==> config.mk <==
export PLATFORM = sky130hd
export DESIGN_NAME = add_subt_serial_responder
export DESIGN_NICKNAME = d
export VERILOG_FILES = /design/src/rtl/add_subt_serial_responder.sv
export SDC_FILE = /design/constraint.sdc
export NUM_CORES = 1
export LEC_CHECK = 0
export CAP_MARGIN = 25
export CELL_PAD_IN_SITES_DETAIL_PLACEMENT = 0
export CELL_PAD_IN_SITES_GLOBAL_PLACEMENT = 1
export CORE_MARGIN = 3
export CORE_UTILIZATION = 30
export DETAILED_ROUTE_END_ITERATION = 10
export HOLD_SLACK_MARGIN = 0.1
export MAX_ROUTING_LAYER = met4
export PLACE_DENSITY_LB_ADDON = 0.1
export SLEW_MARGIN = 20
export SYNTH_ARGS = -nofsm -noshare
export SYNTH_HDL_FRONTEND = slang
export SYNTH_SLANG_ARGS = --single-unit
==> constraint.sdc <==
create_clock -name clk -period 4.5 [get_ports clk]
set_input_delay 0.9 -clock clk [delete_from_list [all_inputs] [get_ports clk]]
set_output_delay 0.9 -clock clk [all_outputs]
set_load 0.02 [all_outputs]
==> src/rtl/add_subt_serial_responder.sv <==
// Serial add/subtract responder for the CORDIC beg/ready/ack handshake.
// Adds CHUNK bits per cycle with a registered carry and holds the result until ack.
`timescale 1ns/1ps
module add_subt_serial_responder #(
  parameter int W     = 32,
  parameter int CHUNK = 8
) (
  input  logic         clk,
  input  logic         reset,
  input  logic         beg_add_subt,
  input  logic         ack_add_subt,
  input  logic         operation_add_subt,
  input  logic [W-1:0] data_a,
  input  logic [W-1:0] data_b,
  output logic         ready_add_subt,
  output logic [W-1:0] result,
  output logic         overflow,
  output logic         busy
);

  // state | meaning
  // IDLE  | waiting for beg_add_subt
  // CALC  | adding slice idx, one slice per cycle
  // FIN   | all slices written, overflow resolved from the final sign bit
  // DONE  | result presented with ready, waiting for ack
  localparam int N     = W / CHUNK;
  localparam int IDX_W = (N > 1) ? $clog2(N) : 1;
  localparam logic [IDX_W-1:0] LAST_IDX = IDX_W'(N - 1);

  typedef enum logic [1:0] {IDLE, CALC, FIN, DONE} state_t;

  state_t           state;
  state_t           state_next;
  logic [W-1:0]     op_a;
  logic [W-1:0]     op_b;
  logic             carry;
  logic [IDX_W-1:0] idx;
  logic [CHUNK-1:0] slice_a;
  logic [CHUNK-1:0] slice_b;
  logic [CHUNK:0]   slice_sum;

  always_ff @(posedge clk or negedge reset) begin
    if (!reset) state <= IDLE;
    else        state <= state_next;
  end

  always_comb begin
    state_next = state;
    case (state)
      IDLE: if (beg_add_subt) state_next = CALC;
      CALC: if (idx == LAST_IDX) state_next = FIN;
      FIN:  state_next = DONE;
      DONE: if (ack_add_subt) state_next = IDLE;
      default: state_next = IDLE;
    endcase
  end

  always_comb begin
    ready_add_subt = (state == DONE);
    busy           = (state != IDLE);
  end

  always_comb begin
    slice_a   = op_a[int'(idx)*CHUNK +: CHUNK];
    slice_b   = op_b[int'(idx)*CHUNK +: CHUNK];
    slice_sum = {1'b0, slice_a} + {1'b0, slice_b} + (CHUNK+1)'(carry);
  end

  // Subtraction is A + ~B + 1: B is inverted at latch time and the +1 rides in on the initial carry.
  always_ff @(posedge clk or negedge reset) begin
    if (!reset) begin
      op_a     <= '0;
      op_b     <= '0;
      carry    <= 1'b0;
      idx      <= '0;
      result   <= '0;
      overflow <= 1'b0;
    end else begin
      case (state)
        IDLE: begin
          if (beg_add_subt) begin
            op_a  <= data_a;
            op_b  <= data_b ^ {W{operation_add_subt}};
            carry <= operation_add_subt;
            idx   <= '0;
          end
        end
        CALC: begin
          result[int'(idx)*CHUNK +: CHUNK] <= slice_sum[CHUNK-1:0];
          carry <= slice_sum[CHUNK];
          idx   <= idx + IDX_W'(1);
        end
        FIN: begin
          overflow <= (op_a[W-1] == op_b[W-1]) && (result[W-1] != op_a[W-1]);
        end
        default: ;
      endcase
    end
  end

endmodule

==> impl_results.md <==
* Register area share after synthesis at 51.31%
* Register area at 0.002552 mm^2
* Vias at 3431
* Critical Path RT at 4.70 ns
* Post-DR vias/cell at 4.694
* CP Max Fanout at 15
* Routed WL at 12.08 mm
* Final std cells w/o fill at 731
* Peak supply drop at 0.2772 mV
* Crit end category: flop
* Worst hold slack at 0.4734 ns
* Fraction of layout cells with a size suffix above 1 at 15.15%
* Clk root buf: clkbuf_16
* Final Hold Fails at 0
* Post-synthesis instance total at 414
* Final setup skew at 0.008152 ns
* Commonest non-fill, non-tap cell in the layout: dfrtp_1
* Post-CTS Setup Inserts at 0
* Total Neg Setup Slack at 0 ns
* Clk_lat worst skew at 0.35 ns
* Cell Area, Synth at 0.004975 mm^2
* ANT cells at 0
* Fin. max-slew vios at 0
* Clock transition at path regs at 0.07 ns
* Initial core utilization at 30.98%
* Max Clock Freq at 0.2941 GHz
* Footprint of the multi-input gates at 0.002293 mm^2
* Final setup viols at 0
* RSZ-0062 raised after global routing: false
* HPWL after DPL at 9.251 mm
* Post-CTS Resized at 0
* Worst Hold Class: flop to flop
* Setup CP Type: flop to flop
* Hold Path Stages at 2
* Post-Syn Nets at 501
* Routed Antenna Nets at 0
* Pre-CTS WS at 1.018 ns
* H-tree depth at 3
* DP Cell Count at 716
* Number of flops mapped to enable cells by yosys at 0
* Path depth of the worst reg2reg path at 7
* Most frequent cells in the layout: dfrtp_1 (102), clkdlybuf4s50_1 (101), nand2_1 (51)
* Max-cap viol count at 0
* CTS Sinks at 102
* Synth cell types at 47
* Initial detailed-routing violation count at 166
* Hold wc startpoint: op_b[21]
* Reg2reg setup slack at 1.10 ns
* Core Util, Final at 40.46%
* GR Overflow Total at 0
* Top FF cell, synth: dfrtp_1
* Core area at 0.01606 mm^2
* Port bufs at 103
* CP arrival at 3.60 ns
* Hold Crit Endpoint: op_b[21]
* First-pass DRT Iterations at 4
* Cts hold-fix bufs at 0
* Max Root-Sink Buffers at 2
* Post-synthesis register bit count at 102
* Worst setup slack after layout at 1.100 ns
* Area grow syn2layout at 30.61%
* Wire per inst at 16.52 um
* Pwr/cell area at 756.5 mW/mm^2
* Setup crit start kind: flop
* Minimum clock period at 3.400 ns
* Largest net degree at the start of global routing at 97
* Final period utilization at 75.55%
* Status: complete, no violations
* Max_slew headroom at 37.03%
* Worst Max-Slew Pin Slew at 0.9446 ns
* RR Endpoint: result[14]
* Die Wd at 134.8 um
* IO Pins at 104
* Gpl congestion at 0.7458
* Mapped Avg Cell Area at 12.02 um^2
* Synth warnings at 0
* First-pass GRT wire length at 19.20 mm
* Final net count at 598
* Die Area at 0.01816 mm^2
* Antenna violations before repair at 0
* Vias in the first global route at 3480
* Crit Reg-Reg Startpoint: idx[0]
* GR Util All Layers at 14.23%
* TritonCTS clock tree: yes
* Async set-reset flop share out of synthesis at 100.0%
* Core Rows at 46
* Fill count at 1509
* TritonCTS buffer count at 9
* Die height at 134.8 um
* Leak pwr at 2.701 nW
* Drt drc at 0
## power breakdown
group / switching (mW) / leakage (nW) / internal (mW)
clock network: 0.333 / 0.141 / 0.442
logic: 1.37 / 1.27 / 1.18
registers: 0.283 / 1.29 / 1.31
## synth_stat cells, types with 9 or more instances
library cell | n | area (um^2)
a21oi_1 | 9 | 45.04
a22o_1 | 20 | 175.2
buf_2 | 10 | 50.05
dfrtp_1 | 102 | 2552
ha_1 | 16 | 200.2
inv_1 | 11 | 41.29
mux2_2 | 33 | 371.6
mux4_2 | 16 | 360.4
nand2_1 | 52 | 195.2
nor2_1 | 9 | 33.78
o21ai_0 | 48 | 240.2
xnor2_1 | 34 | 297.8
## sequential cells by signal, indices dropped and copies added (netlist names)
register,count
idx,2
op_b,32
overflow,1
carry,1
op_a,32
result,32
state,2
## layout make-up
| cell class | instances | area share, % |
|---|---|---|
| Sequential cell | 102 | 39.28 |
| Multi-Input combinational cell | 280 | 35.30 |
| Timing Repair Buffer | 106 | 16.10 |
| Tap cell | 216 | 4.159 |
| Clock buffer | 11 | 3.736 |
| Clock inverter | 4 | 0.7318 |
| Inverter | 12 | 0.6932 |
## worst max path at each step
stage,from,endpoint,depth (start not counted)
final,idx[0],result[14],7
after CTS,idx[0],result[12],8
after global routing,idx[0],result[6],7
after global placement,idx[0],result[12],8
after detailed placement,idx[0],result[12],8
after floorplan,idx[0],result[12],9
## layer usage
metal / up-vias / wire, um / global-route usage [%]
met4: 0 / 130 / 3.394
met3: 12 / 460 / 3.800
li1: 1678 / - / -
met5: - / 0 / -
met2: 73 / 6106 / 22.93
met1: 1668 / 5382 / 18.03
## metrics by stage
step / area [um^2] / power [mW]
after global placement: 6207 / 4.159
after detailed placement: 6207 / 4.204
after CTS: 6497 / 5.001
final: 6497 / 4.916
after floorplan: 4975 / 3.301
after global routing: 6497 / 5.315
## cells by family after synthesis
family / after synthesis / share of synthesized area, %
AOI/OAI and AO/OA: 97 / 12.50
adders and majority gates: 18 / 4.829
muxes: 50 / 14.91
and+or+nand+nor: 81 / 7.722
DFF: 102 / 51.31
xor gates and xnor gates: 34 / 5.986
buffers and inverters: 32 / 2.742
## critical path, cell delays in order, from the launching register on
cell,delay [ns]
dfrtp_1,0.80
buf_4,0.36
mux4_2,0.53
ha_1,0.40
o21ai_0,0.15
a21o_1,0.20
a311oi_1,0.60
o21ai_0,0.19
Power figures use the tool's default switching activity.
